$ cat src/rtl/ddr_arbiter.sv
// ddr_arbiter: two-port arbiter in front of a single DDR channel.
//
// Each requester raises read or write and holds addr/wdata until it sees its
// resp pulse. The granted port's live request is forwarded straight to the
// DDR side. The DDR completion is routed straight back to that port in the
// same cycle. A one-cycle RELEASE gap follows every completion, giving the
// finished requester time to drop its request before the next arbitration.
//
// Parameters
//   timeout_cycles : GRANT cycles without ddr_arb_resp before arb_timeout sets
//   WORD_W         : width of rvga_word (line address)
//   LINE_W         : width of rvga_cacheline (data line)
//
// Ports
//   clk, rst                      : clock, synchronous active-high reset
//   req{0,1}_arb_addr/read/write/wdata : requester inputs
//   arb_req{0,1}_rdata/resp       : read line and completion pulse per port
//   arb_ddr_addr/read/write/wdata : request towards DDR
//   ddr_arb_rdata/resp            : DDR read line and completion
//   arb_timeout                   : sticky flag, DDR took too long
//
// Build option
//   DDR_ARB_RR_EN defined   : round-robin on contention (last_grant register)
//   DDR_ARB_RR_EN undefined : fixed priority, port 0 wins contention
//
// state   | meaning
// --------+----------------------------------------------------------
// IDLE    | sample requests, pick a port
// GRANT0  | port 0 owns the DDR channel, waiting for ddr_arb_resp
// GRANT1  | port 1 owns the DDR channel, waiting for ddr_arb_resp
// RELEASE | one dead cycle so the finished requester can deassert

module ddr_arbiter #(
  parameter int timeout_cycles = 1024,
  parameter int WORD_W         = 32,
  parameter int LINE_W         = 256
) (
  input  logic              clk,
  input  logic              rst,

  input  logic [WORD_W-1:0] req0_arb_addr,
  input  logic              req0_arb_read,
  input  logic              req0_arb_write,
  input  logic [LINE_W-1:0] req0_arb_wdata,
  output logic [LINE_W-1:0] arb_req0_rdata,
  output logic              arb_req0_resp,

  input  logic [WORD_W-1:0] req1_arb_addr,
  input  logic              req1_arb_read,
  input  logic              req1_arb_write,
  input  logic [LINE_W-1:0] req1_arb_wdata,
  output logic [LINE_W-1:0] arb_req1_rdata,
  output logic              arb_req1_resp,

  output logic [WORD_W-1:0] arb_ddr_addr,
  output logic              arb_ddr_read,
  output logic              arb_ddr_write,
  output logic [LINE_W-1:0] arb_ddr_wdata,
  input  logic [LINE_W-1:0] ddr_arb_rdata,
  input  logic              ddr_arb_resp,

  output logic              arb_timeout
);

  // timeout_cycles is expected to be at least 1
  localparam int CNT_W = (timeout_cycles < 1) ? 1 : $clog2(timeout_cycles + 1);
  localparam logic [CNT_W-1:0] CNT_MAX  = CNT_W'(timeout_cycles);
  localparam logic [CNT_W-1:0] CNT_LAST = CNT_W'(timeout_cycles - 1);

  typedef enum logic [1:0] {
    IDLE    = 2'd0,
    GRANT0  = 2'd1,
    GRANT1  = 2'd2,
    RELEASE = 2'd3
  } state_e;

  state_e             state_q;
  logic [CNT_W-1:0]   cnt_q;
  logic               timeout_q;
`ifdef DDR_ARB_RR_EN
  logic               last_grant_q;
`endif

  logic req0_any;
  logic req1_any;
  logic grant1_d;   // port chosen when leaving IDLE: 1 = port 1, 0 = port 0
  logic g0;
  logic g1;

  assign req0_any = req0_arb_read | req0_arb_write;
  assign req1_any = req1_arb_read | req1_arb_write;

  always_comb begin
    grant1_d = 1'b0;
`ifdef DDR_ARB_RR_EN
    // On contention the port that was not granted last time wins
    grant1_d = req1_any & (~req0_any | ~last_grant_q);
`else
    grant1_d = req1_any & ~req0_any;
`endif
  end

  always_ff @(posedge clk) begin
    if (rst) begin
      state_q   <= IDLE;
      cnt_q     <= '0;
      timeout_q <= 1'b0;
`ifdef DDR_ARB_RR_EN
      last_grant_q <= 1'b1;
`endif
    end else begin
      case (state_q)
        IDLE: begin
          if (req0_any | req1_any) begin
            state_q <= grant1_d ? GRANT1 : GRANT0;
            cnt_q   <= '0;
`ifdef DDR_ARB_RR_EN
            last_grant_q <= grant1_d;
`endif
          end
        end
        GRANT0, GRANT1: begin
          if (ddr_arb_resp) begin
            state_q <= RELEASE;
          end else begin
            if (cnt_q != CNT_MAX) cnt_q <= cnt_q + 1'b1;
            // flag follows the counter reaching timeout_cycles; never cleared
            // except by reset, and the transaction keeps waiting
            if (cnt_q == CNT_LAST) timeout_q <= 1'b1;
          end
        end
        RELEASE: state_q <= IDLE;
        default: state_q <= IDLE;
      endcase
    end
  end

  // Reset also masks outputs combinationally so nothing leaks while rst is high
  assign g0 = (state_q == GRANT0) & ~rst;
  assign g1 = (state_q == GRANT1) & ~rst;

  always_comb begin
    arb_ddr_addr  = '0;
    arb_ddr_read  = 1'b0;
    arb_ddr_write = 1'b0;
    arb_ddr_wdata = '0;
    if (g0) begin
      arb_ddr_addr  = req0_arb_addr;
      arb_ddr_write = req0_arb_write;
      // simultaneous read+write is treated as a write
      arb_ddr_read  = req0_arb_read & ~req0_arb_write;
      arb_ddr_wdata = req0_arb_wdata;
    end else if (g1) begin
      arb_ddr_addr  = req1_arb_addr;
      arb_ddr_write = req1_arb_write;
      arb_ddr_read  = req1_arb_read & ~req1_arb_write;
      arb_ddr_wdata = req1_arb_wdata;
    end
  end

  assign arb_req0_rdata = g0 ? ddr_arb_rdata : '0;
  assign arb_req1_rdata = g1 ? ddr_arb_rdata : '0;
  assign arb_req0_resp  = g0 & ddr_arb_resp;
  assign arb_req1_resp  = g1 & ddr_arb_resp;
  assign arb_timeout    = timeout_q & ~rst;

endmodule

$ cat config.mk
export PLATFORM = sky130hd
export DESIGN_NAME = ddr_arbiter
export DESIGN_NICKNAME = d
export VERILOG_FILES = /design/src/rtl/ddr_arbiter.sv
export SDC_FILE = /design/constraint.sdc
export NUM_CORES = 1
export LEC_CHECK = 0
export BUFFER_PORTS_ARGS = -buffer_cell sky130_fd_sc_hd__buf_4
export CAP_MARGIN = 20
export CORE_AREA = 4 4 632 634
export CTS_CLUSTER_DIAMETER = 120
export DETAILED_ROUTE_END_ITERATION = 7
export DIE_AREA = 0 0 636 638
export PLACE_DENSITY_LB_ADDON = 0.25
export SYNTH_ARGS = -nofsm -noshare
export SYNTH_HDL_FRONTEND = slang
export SYNTH_SLANG_ARGS = --single-unit
export TNS_END_PERCENT = 50
$ cat constraint.sdc
create_clock -name clk -period 1.9 [get_ports clk]
set_input_delay 0.19 -clock clk [delete_from_list [all_inputs] [get_ports clk]]
set_output_delay 0.19 -clock clk [all_outputs]
set_load 0.01 [all_outputs]
# Yosys cells after proc, flatten, opt, wreduce, memory -nomap -nowiden

Cells that the tools add are included.

Input bits: 839
Bits in registers: 14
Logic and storage cells: 53
Output and inout port bits: 805

Add/subtract/negate cells: 1
Equality and inequality tests: 9
Bitwise operators: 16
Reductions and logical operators: 6
Multiplexer cells: 18

Operator list:

| operator              | count |
|---|---|
| $mux 256              | 4 |
| $mux 32               | 2 |
| $mux 11               | 3 |
| $pmux 11 s2           | 1 |
| $add 11x1->11 const B | 1 |
| $eq 11x10->1 const B  | 1 |
| $ne 11x11->1 const B  | 1 |
| $and 1x1->1           | 8 |
| $ne 2x2->1 const B    | 4 |
| $mux 2                | 3 |
| $pmux 2 s3            | 1 |
| $not 1->1             | 5 |
| $eq 2x2->1 const B    | 2 |
| $mux 1                | 4 |
| $reduce_and 4->1      | 1 |
| $or 1x1->1            | 3 |
| $reduce_and 3->1      | 1 |
| $eq 2x1->1 const B    | 1 |
| $logic_not 2->1       | 1 |
| $reduce_and 2->1      | 1 |
| $reduce_bool 2->1     | 1 |
| $reduce_or 2->1       | 1 |

# Longest topological paths before layout

Word-level depth: 6
Mapped depth: 9
Mapped depth without buffers: 6

# Worst setup path before layout

Ideal clock, no wire load.

Path type: reg-to-reg
From: register state_q[0]
To: register cnt_q[3]
Setup slack: 0.057 ns
Arrival time: 1.773 ns
Required time: 1.830 ns
Setup time: 0.070 ns
Buffers on the path: 0
Clock period less this slack: 1.843 ns
Stages on the path, launching flop included: 7
Cell sequence: dfxtp_1 inv_1 ha_1 and4bb_1 and4_4 or4_1 a21oi_1

Cells in the longest elaborated chain, start to end: 4
Elaborated cells between the ends (all ways): 10
Those cells by class: 5 x eq/ne; 1 x mux; 4 x reduce/logical

Ends and longest elaborated chain:

| element                                                                 | RTL line | source |
|---|---|---|
| from (decl)                                                             | 77       | `state_e state_q;` |
| from (signal assigned)                                                  | 115      | `state_q <= grant1_d ? GRANT1 : GRANT0;` |
| $eq 2x1->1 / $eq 2x2->1 (equally long branches)                         | 112      | `case (state_q)` |
| $reduce_or 2->1                                                         | 112      |  |
| $ne 2x2->1 (no source line) / $reduce_bool 2->1 (equally long branches) | -        |  |
| $reduce_and 4->1 (no source line)                                       | -        |  |
| to (signal assigned)                                                    | 126      | `if (cnt_q != CNT_MAX) cnt_q <= cnt_q + 1'b1;` |
| to (decl)                                                               | 78       | `logic [CNT_W-1:0] cnt_q;` |

Several ways; a longest one is shown, not always the timed one.
A chain may end at the register's enable or synchronous reset.

# Worst setup path in the final report

From: register state_q[0]
To: output port arb_ddr_wdata[64]

Cells in the longest elaborated chain, start to end: 4
Elaborated cells between the ends (all ways): 6
Those cells by class: 2 x eq/ne; 2 x mux; 2 x bitwise

Ends and longest elaborated chain:

| element     | RTL line | source |
|---|---|---|
| $eq 2x2->1  | 140      | `assign g1 = (state_q == GRANT1) & ~rst;` |
| $and 1x1->1 | 140      |  |
| $mux 256    | 153      | `end else if (g1) begin` |
| $mux 256 *  | 147      | `if (g0) begin` |
| to (decl)   | 58       | `output logic [LINE_W-1:0] arb_ddr_wdata,` |

Mark *: on every way between the ends. The rest lies on a longest branch, timed or not.

==> summary.txt <==
Routing
  • Total wire length: 340100 um
  • Vias/cell: 2.245
  • Met3 Routed Length: 25860 um
  • Antenna-violating nets left: 0
  • WL met2: 191800 um
  • DR vias: 18230
  • WL/cell: 41.88 um
  • Initial DRT Pass Iterations: 5
  • Met1 WL: 110500 um
  • Top sig layer: met5
  • DRC viols: 0
  • Initial DRC count: 1134

CTS
  • Root Buffer: clkbuf_16
  • Hold-fix buffers, CTS: 0
  • Clock Path Buffers: 2
  • Clock Pin Slew Worst Setup and Hold Paths: 0.06 ns
  • Cts bufs inserted: 3
  • Clk sink count: 14
  • Clock latency at the later pin of the worst-skew pair: 0.25 ns
  • CTS tree: yes
  • Htree depth: 1

Worst setup path
  • Worst setup EP type: primary output
  • Worst-path cell chain: inv_2, ha_4, nor2b_4, nor2b_4, buf_6, buf_16, buf_16, a22o_4, buf_6
  • WS Path Type: reg2out
  • CP startpoint kind: flop
  • CP max stage delay: 0.33 ns
  • Arr. time, crit path: 2.18 ns
  • R2r setup slk: -0.24 ns
  • FF-to-FF path depth: 7
  • WP buf/inv: 5
  • Worst-path fanout max: 6
  • Reg2reg end: cnt_q[8]
  • Slowest CP cell: dfxtp_2
  • RR Startpoint: state_q[0]
  • Req. time, crit path: 1.71 ns
  • CP top delay family: buffers and inverters

Timing
  • Clk_skew: 0.002406 ns
  • Period utilization: 124.9%
  • Slew headroom: 67.27%
  • Fmax achieved: 0.4214 GHz
  • Worst Hold Margin: 0.3658 ns
  • RSZ-0062 raised after global routing: true
  • Fin. Hold Viols: 0
  • Worst slew pin tran: 0.4865 ns
  • Final setup viols: 815
  • Final worst slack: -0.4732 ns
  • Fin crit period: 2.373 ns
  • Total negative slack: -232.41 ns
  • Fin. max-slew vios: 0

Synthesis
  • Post-Syn Area: 7208 um^2
  • Syn Nets: 1879
  • Mux cell area share after synthesis: 0.2777%
  • Synth Area in Simple Gates: 48.93%
  • Synth area leader: and2_1
  • Seq/Total Area, Yosys: 3.888%
  • Async SR Flop Fraction: 0%
  • Main combinational cell family by area after synthesis: simple AND/OR/NAND/NOR gates
  • Post-Synth XOR/XNOR Area: 0%
  • Main synth FF type: dfxtp_1
  • Post-synthesis area per instance: 6.971 um^2
  • Synth Area in Compound Gates: 37.84%
  • Top cells by area, synth: and2_1 (45%), a22o_1 (35%), clkbuf_1 (4.4%), dfxtp_1 (3.9%), buf_2 (2.1%)
  • Register bit count reported by yosys: 14
  • Top-count cell post-synth: and2_1
  • Number of enable flip-flop cells after synthesis: 0
  • Distinct cell type count after synthesis: 39
  • Yosys top cell area share: 44.61%
  • Ys Warns: 0
  • Area share of fa/ha/maj cells after synthesis: 1.041%
  • Synth top cells by count: and2_1 (514), a22o_1 (289), clkbuf_1 (84)
  • Post-Synthesis Cells: 1034

Finish
  • # nets final: 3665
  • Layout fillers: 46180
  • Area occupied by multi-input gates: 8068 um^2
  • Layout cells sized above 1: 77.00%
  • Non-filler cells, final: 8122
  • Area grow syn2layout: 370.6%
  • Sequential cell area: 285.3 um^2

Place
  • Number of I/O port buffers: 1643
  • # placed instances: 7907
  • Gp weighted congestion: 0.9908
  • Post-DP HPWL: 309500 um

Die
  • Cell Rows: 231
  • I/O pin count: 1644
  • Die extent in x: 636 um
  • Die footprint: 405800 um^2
  • Die Y: 638 um
  • Core area: 394200 um^2
  • Initial Util: 1.828%

Hold path
  • Hold_sp: req0_arb_read
  • Hold path cells: 4
  • Hold WC Path Type: in2reg
  • Hold EP: state_q[1]

Global routing
  • Global route overflow: 0
  • Largest net degree at the start of global routing: 81
  • Vias in the first global route: 17420
  • GR Util All Layers: 15.71%
  • Initial antenna violation count: 318
  • First-pass GRT wire length: 374200 um

Run status
  • Failing checks: negative setup slack
  • Status: finished, violations left

Flow run
  • MaxCap Viol Count: 0

Power and ir drop
  • VDD IR max: 440.3 uV
  • Pwr dens: 820.6 nW/um^2
  • Leakage: 0.01483 uW
## state kept, by name (all words and copies together), names as in the netlist
name	cells
timeout_q	1
cnt_q	11
state_q	2
## cell usage in the layout (no fill, tap or decap), drive strengths merged, types with 2 or more instances in the layout
cell / n
o31ai: 6
o21ai: 4
and2b: 2
dfxtp: 14
nand2b: 3
nand3: 3
nand4: 5
o211ai: 2
nand2: 6
mux2i: 2
diode: 62
inv: 8
ha: 6
nand3b: 2
and2: 514
nor2b: 3
nor2: 7
buf: 1877
or4: 6
a21oi: 12
a22o: 289
clkbuf: 32
nor4: 4
and4: 2
## through the flow
step | total power (uW) | setup WS (ns) | utilization [%] | instance area, um^2
2_1_floorplan | 5945 | 0.05731 | - | 7208
3_3_place_gp | 20830 | -0.9618 | 6.855 | 27020
3_5_place_dp | 20730 | -0.9329 | 6.855 | 27020
4_1_cts | 26390 | -0.5336 | 7.954 | 31360
5_1_grt | 28970 | -0.5278 | 8.586 | 33850
6_report | 27840 | -0.4732 | 8.605 | 33930
## area by class of cell
type | instances | area share, %
Timing Repair Buffer | 1906 | 55.28
Multi-Input combinational cell | 887 | 23.78
Tap cell | 5242 | 19.33
Sequential cell | 14 | 0.8409
Antenna cell | 62 | 0.4573
Clock buffer | 3 | 0.2213
Inverter | 8 | 0.08852
## power by group
part / internal (uW) / switching [uW] / total [uW]
clock: 277 / 152 / 430
combinational: 12900 / 14200 / 27000
sequential: 333 / 35.2 / 369
## layer usage
layer / track usage (%) / vias to the layer above
met1: 14.78 / 8634
met3: 5.271 / 598
met2: 32.65 / 1538
met4: 2.265 / 106
met5: 0 / -
li1: - / 7355
## worst max path at each step
| stage | startpoint | to | slack (ns) | cells after the start |
|---|---|---|---|---|
| final | state_q[0] | arb_ddr_wdata[64] | -0.47 | 9 |
| after global routing | state_q[0] | arb_ddr_wdata[76] | -0.53 | 10 |
| after CTS | state_q[0] | arb_ddr_wdata[179] | -0.53 | 11 |
| after detailed placement | state_q[1] | arb_ddr_wdata[64] | -0.93 | 7 |
| after global placement | state_q[1] | arb_ddr_wdata[64] | -0.96 | 7 |
| after floorplan | state_q[0] | cnt_q[3] | 0.06 | 6 |
## timing repair
item,CTS,global route
pin swaps,59,126
resized for setup,530,406
buffers inserted,61,39
endpoints found under the setup margin,814,810
gates cloned,42,34
## worst reg2reg max path: stages, from the launching register on
cell and delay (ns):
dfxtp_2 0.35, inv_2 0.06, buf_4 0.13, ha_1 0.40
and4bb_1 0.25, and4_4 0.22, or4_1 0.51, a21oi_1 0.15
## cells by family (layout without fill, tap and decap cells)
logic type	after synthesis	count (layout)
AO/OA/AOI/OAI	318	318
multiplexers	2	2
other	0	62
buffers and inverters	133	1917
AND/OR/NAND/NOR	561	561
flip-flops	14	14
adder cells (fa/ha/maj)	6	6
(Power assumes the default switching activity.)
